==> src/rtl/ahb3lite_gpio_debounce.sv <==
// AHB3-Lite GPIO slave: CPU-driven outputs with atomic set/clear, debounced inputs,
// and maskable per-channel rising/falling edge events combined into a level interrupt.
module ahb3lite_gpio_debounce #(
   parameter int HADDR_SIZE        = 32,
   parameter int HDATA_SIZE        = 32,
   parameter int g_num_out         = 8,
   parameter int g_num_in          = 4,
   parameter int g_debounce_cycles = 10000
) (
   input  logic                  hclk_i,
   input  logic                  hreset_i,
   input  logic                  hsel_i,
   input  logic [HADDR_SIZE-1:0] haddr_i,
   input  logic [HDATA_SIZE-1:0] hwdata_i,
   output logic [HDATA_SIZE-1:0] hrdata_o,
   input  logic                  hwrite_i,
   input  logic [2:0]            hsize_i,
   input  logic [2:0]            hburst_i,
   input  logic [3:0]            hprot_i,
   input  logic [1:0]            htrans_i,
   input  logic                  hready_i,
   output logic                  hreadyout_o,
   output logic                  hresp_o,
   input  logic [g_num_in-1:0]   gpio_i,
   output logic [g_num_out-1:0]  gpio_o,
   output logic                  irq_o
);

   typedef enum logic [2:0] {
      REG_OUT     = 3'd0,
      REG_OUT_SET = 3'd1,
      REG_OUT_CLR = 3'd2,
      REG_IN      = 3'd3,
      REG_EDGE_EN = 3'd4,
      REG_EVENT   = 3'd5,
      REG_IRQ_EN  = 3'd6,
      REG_RSVD    = 3'd7
   } reg_e;

   localparam int CW = (g_debounce_cycles > 1) ? $clog2(g_debounce_cycles) : 1;
   localparam logic [CW-1:0] CNT_LAST = CW'(g_debounce_cycles - 1);
   localparam logic [HDATA_SIZE-1:0] IN_MASK = HDATA_SIZE'((64'd1 << g_num_in) - 64'd1);
   localparam logic [HDATA_SIZE-1:0] EV_MASK = IN_MASK | (IN_MASK << 16);

   logic                  accept;
   logic                  rd_q, wr_q;
   reg_e                  addr_q;
   logic [g_num_out-1:0]  wdata_out;
   logic [g_num_out-1:0]  out_q, out_d;
   logic [g_num_in-1:0]   sync1_q, sync2_q, stable_q;
   logic [g_num_in-1:0]   settle, rise, fall;
   logic [CW-1:0]         cnt_q [g_num_in];
   logic [HDATA_SIZE-1:0] edge_en_q, edge_en_d;
   logic [HDATA_SIZE-1:0] event_q, event_d;
   logic [HDATA_SIZE-1:0] irq_en_q, irq_en_d;
   logic [HDATA_SIZE-1:0] ev_set;
   logic                  irq_q;
   logic                  unused_bits;

   assign accept    = hsel_i & hready_i & htrans_i[1];
   assign wdata_out = hwdata_i[g_num_out-1:0];

   // A channel settles when the synchronised pin has differed from the
   // stable value for the full debounce window.
   always_comb begin
      settle = '0;
      for (int i = 0; i < g_num_in; i++) begin
         settle[i] = (sync2_q[i] != stable_q[i]) && (cnt_q[i] == CNT_LAST);
      end
   end

   assign rise   = settle & sync2_q;
   assign fall   = settle & ~sync2_q;
   assign ev_set = ((HDATA_SIZE'(fall) << 16) | HDATA_SIZE'(rise)) & edge_en_q;

   // NOTE: every next-state gets its hold value first so no path infers a latch.
   always_comb begin
      out_d     = out_q;
      edge_en_d = edge_en_q;
      irq_en_d  = irq_en_q;
      event_d   = event_q | ev_set;
      if (wr_q) begin
         case (addr_q)
            REG_OUT:     out_d     = wdata_out;
            REG_OUT_SET: out_d     = out_q | wdata_out;
            REG_OUT_CLR: out_d     = out_q & ~wdata_out;
            REG_EDGE_EN: edge_en_d = hwdata_i & EV_MASK;
            REG_EVENT:   event_d   = (event_q & ~hwdata_i) | ev_set;
            REG_IRQ_EN:  irq_en_d  = hwdata_i & EV_MASK;
            default:     ;
         endcase
      end
   end

   always_comb begin
      hrdata_o = '0;
      if (rd_q) begin
         case (addr_q)
            REG_OUT:     hrdata_o = HDATA_SIZE'(out_q);
            REG_IN:      hrdata_o = HDATA_SIZE'(stable_q);
            REG_EDGE_EN: hrdata_o = edge_en_q;
            REG_EVENT:   hrdata_o = event_q;
            REG_IRQ_EN:  hrdata_o = irq_en_q;
            default:     hrdata_o = '0;
         endcase
      end
   end

   always_ff @(posedge hclk_i) begin
      if (hreset_i) begin
         rd_q      <= 1'b0;
         wr_q      <= 1'b0;
         addr_q    <= REG_OUT;
         out_q     <= '0;
         sync1_q   <= '0;
         sync2_q   <= '0;
         stable_q  <= '0;
         // NOTE: the counter array is reset too, so a reset always restarts debouncing cleanly.
         for (int i = 0; i < g_num_in; i++) cnt_q[i] <= '0;
         edge_en_q <= '0;
         event_q   <= '0;
         irq_en_q  <= '0;
         irq_q     <= 1'b0;
      end else begin
         rd_q      <= accept & ~hwrite_i;
         wr_q      <= accept & hwrite_i;
         if (accept) addr_q <= reg_e'(haddr_i[4:2]);
         out_q     <= out_d;
         sync1_q   <= gpio_i;
         sync2_q   <= sync1_q;
         for (int i = 0; i < g_num_in; i++) begin
            if (sync2_q[i] == stable_q[i]) begin
               cnt_q[i] <= '0;
            end else if (settle[i]) begin
               stable_q[i] <= sync2_q[i];
               cnt_q[i]    <= '0;
            end else begin
               cnt_q[i] <= cnt_q[i] + 1'b1;
            end
         end
         edge_en_q <= edge_en_d;
         event_q   <= event_d;
         irq_en_q  <= irq_en_d;
         irq_q     <= |(event_q & irq_en_q);
      end
   end

   assign gpio_o      = out_q;
   assign irq_o       = irq_q;
   assign hreadyout_o = 1'b1;
   assign hresp_o     = 1'b0;

   assign unused_bits = ^{hsize_i, hburst_i, hprot_i, htrans_i[0],
                          haddr_i[HADDR_SIZE-1:5], haddr_i[1:0]};

endmodule

==> config.mk <==
export PLATFORM = sky130hd
export DESIGN_NAME = ahb3lite_gpio_debounce
export DESIGN_NICKNAME = d
export VERILOG_FILES = /design/src/rtl/ahb3lite_gpio_debounce.sv
export SDC_FILE = /design/constraint.sdc
export NUM_CORES = 1
export LEC_CHECK = 0
export CAP_MARGIN = 20
export CELL_PAD_IN_SITES_DETAIL_PLACEMENT = 1
export CELL_PAD_IN_SITES_GLOBAL_PLACEMENT = 2
export CORE_MARGIN = 4
export CORE_UTILIZATION = 34
export DETAILED_ROUTE_END_ITERATION = 12
export PLACE_DENSITY = 0.84
export SLEW_MARGIN = 10
export SYNTH_ARGS = -nofsm -noshare
export SYNTH_HDL_FRONTEND = slang
export SYNTH_SLANG_ARGS = --single-unit
==> constraint.sdc <==
create_clock -name hclk_i -period 6.16 [get_ports hclk_i]
set_clock_uncertainty 0.05 [all_clocks]
set_input_delay 0.616 -clock hclk_i [delete_from_list [all_inputs] [get_ports hclk_i]]
set_output_delay 0.616 -clock hclk_i [all_outputs]
set_load 0.1 [all_outputs]
==> impl_metrics.csv <==
group,metric,value,unit
die,fp-row-count,49,
critical_path,cp_slowest_cell,"clkdlybuf4s50_1",
grt,first_pass_grt_wire_length,27400,um
logic_synthesis,netlist-cell-type-count,36,
grt,global_route.overflow_total,0,
die,top_level_ports,128,
logic_synthesis,post_synth_inst_count,660,
final_layout,drive_gt1_share,6.10,%
logic_synthesis,post_synth_instance_area,6240,sq um
timing,timing.final.hold_violations,0,
final_layout,final_cell_area,8060,sq um
critical_path,path_max_fanout,17,
place,detailedPlacementHpwl,11800,um
clock_network,root_buffer,"clkbuf_16",
place,routabilityCongestion,0.809,
route,first_iter_violations,265,
clock_network,clk_path_buf_depth,2,
clock_network,clk_pin_slew,0.06,ns
timing,slew_viol_final,0,
die,core,18000,sq um
grt,grt_start_max_net_pins,46,
route,ant_nets,0,
logic_synthesis,yosys_register_bits,130,
logic_synthesis,synth.largest_area_cell,"edfxtp_1",
critical_path,setup.worst_path.class,"reg -> out",
critical_path,cp_slowest_stage_delay,1.21,ns
grt,antenna_violations_before_repair,0,
timing,setup-tns-final,0,ns
clock_network,cts-resized-gates,0,
final_layout,num_antenna_cells,0,
clock_network,htreeDepth,4,
critical_path,crit_chain,"nor2b_1 -> a21oi_1 -> a211oi_1 -> clkdlybuf4s50_1",
critical_path,worstSetupStartpointType,"register",
final_layout,fillerInstances,2099,
clock_network,cts_buffers,17,
logic_synthesis,ys_seq_area_share,50.7,%
route,avgViaCountPerCell,4.94,
clock_network,clock_latency,0.42,ns
grt,global_route.usage.total,16.6,%
clock_network,cts_post_setup_buffers_inserted,0,
grt,grt_pass1_vias,5502,
timing,min_period_over_period,71.1,%
logic_synthesis,async_flop_share,0,%
pwr,peakVddDrop,0.000192,V
timing,final.min_clock_period,4.38,ns
route,routed-via-count,5094,
job,max_cap_violations,0,
clock_network,ctsHoldBuffers,0,
logic_synthesis,synth_top_flop_cell,"dfxtp_1",
final_layout,design.final.nets,879,
logic_synthesis,synth_most_common_cell,"nor2_1",
critical_path,cp.arrival,3.72,ns
logic_synthesis,syn_area_per_cell,9.46,sq um
timing,max_freq,228,MHz
pwr,power.leakage,2.72,nW
die,chipHeight,144,um
place,dpl_cell_area,7420,sq um
pwr,power.total,0.00211,W
timing,worst_slew_pin_slew,1.02,ns
logic_synthesis,yosysWarningCount,0,
clock_network,cts_tree,"yes",
timing,unrepaired_setup_endpoints_after_global_routing,"false",
critical_path,critPathCaptureType,"output pin",
route,post-route-drc-count,0,
clock_network,numClockSinks,130,
min_path,worst_hold_path_type,"reg -> reg",
logic_synthesis,synthDominantCellAreaShare,26.9,%
timing,timing.slew.headroom,32.0,%
final_layout,synthToLayoutAreaGrowth,29.1,%
die,floorplan.initialDensity,34.6,%
route,routed_wl,16300,um
outcome,status,"complete, no violations",
route,avgRoutedWirePerCell,15.8,um
logic_synthesis,synth-edff-count,56,
logic_synthesis,ys_top_cells_by_area,"edfxtp_1 (27%), dfxtp_1 (24%), xnor2_1 (5.8%), nor2_1 (5.3%), a21oi_1 (5.1%)",
pwr,power-per-cell-area,262,nW/um^2
logic_synthesis,synth_top_cells_by_count,"nor2_1 (89), dfxtp_1 (74), a21oi_1 (64)",
timing,setup_violations,0,
critical_path,timing.critical_path.required,5.49,ns
die,die_area,20600,sq um
place,port_buffers,85,
route,drt_pass1_iterations,4,
die,die_w,144,um
## final timing paths
| kind | depth (start not counted) | end | slack, ns | startpoint |
|---|---|---|---|---|
| worst max-delay path | 4 | hrdata_o[2] | 1.78 | addr_q[1] |
| worst min-delay path | 1 | sync2_q[1] | 0.39 | sync1_q[1] |
| worst max register to register | 4 | irq_en_q[19] | 3.77 | addr_q[1] |
| worst min register to register | 1 | sync2_q[1] | 0.39 | sync1_q[1] |
## metal layers
| layer | wire (um) | vias up | GRT usage [%] |
|---|---|---|---|
| met3 | 1010 | 19 | 5.62 |
| met5 | 0 | - | 0 |
| met2 | 7830 | 105 | 27.5 |
| li1 | - | 2495 | - |
| met4 | 202 | 0 | 4.96 |
| met1 | 7300 | 2475 | 20.7 |
## kinds of logic after synthesis
kind of cell             Yosys count  synth area share, %
flip-flops                       130                 50.7
other                              2                0.120
AND/OR/NAND/NOR                  325                 27.3
multiplexers                      15                 2.40
AO/OA/AOI/OAI                     81                 7.27
buffers and inverters             51                 4.13
adder cells (fa/ha/maj)            4                0.801
XOR/XNOR                          52                 7.29
## worst max-delay path: cells and delay by family, from the launching register on
kind	cells	cell delay [ns]
buffers and inverters	1	1.21
and+or+nand+nor	1	0.70
DFF	1	0.77
AOI/OAI and AO/OA	2	0.60
## flip-flops by register name, indices dropped and copies added, names as in the netlist
signal,flops
edge_en_q,8
sync2_q,4
sync1_q,4
wr_q,1
event_q,32
gpio_o,8
cnt_q,56
addr_q,3
irq_o,1
rd_q,1
irq_en_q,8
stable_q,4
## stage by stage
step	hold WS, ns	std cells	util (%)	setup slack [ns]
floorplan	0.364	716	-	2.08
global placement	0.378	999	41.2	2.19
detailed placement	0.377	999	41.2	2.09
CTS	0.392	1031	44.7	1.61
global route	0.417	1032	44.7	1.62
finish	0.391	1032	44.7	1.78
## placed cells by master (no fill, tap or decap), drive strengths merged, types with 11 or more instances in the layout
cell type      netlist  final
nor2                91     91
nand2               62     62
nor2b               12     12
and2                22     22
mux2i               15     15
clkdlybuf4s50        0     84
edfxtp              56     56
clkbuf              23     20
a21oi               64     64
xnor2               41     41
nand2b              26     26
conb                 2     58
nand4               25     25
dfxtp               74     74
nor3                20     20
nand3               35     35
inv                 16     19
xor2                11     11
## area by class of cell
type                    count  area [sq um]  area share [%]
flip-flops and latches    130          3160            39.2
multi-input cells         535          3040            37.7
repair buffers             90           883            11.0
clock buffers              20           489            6.07
well taps                 229           287            3.55
clock inverters            12           143            1.77
inverters                  16          60.1           0.745
## report_power, final
group	total (W)	internal (W)	switching, W
Clock	0.00106	0.000661	0.000401
Combinational	0.000106	0.0000494	0.0000567
Sequential	0.000943	0.000919	0.0000243
Power figures use the tool's default switching activity.
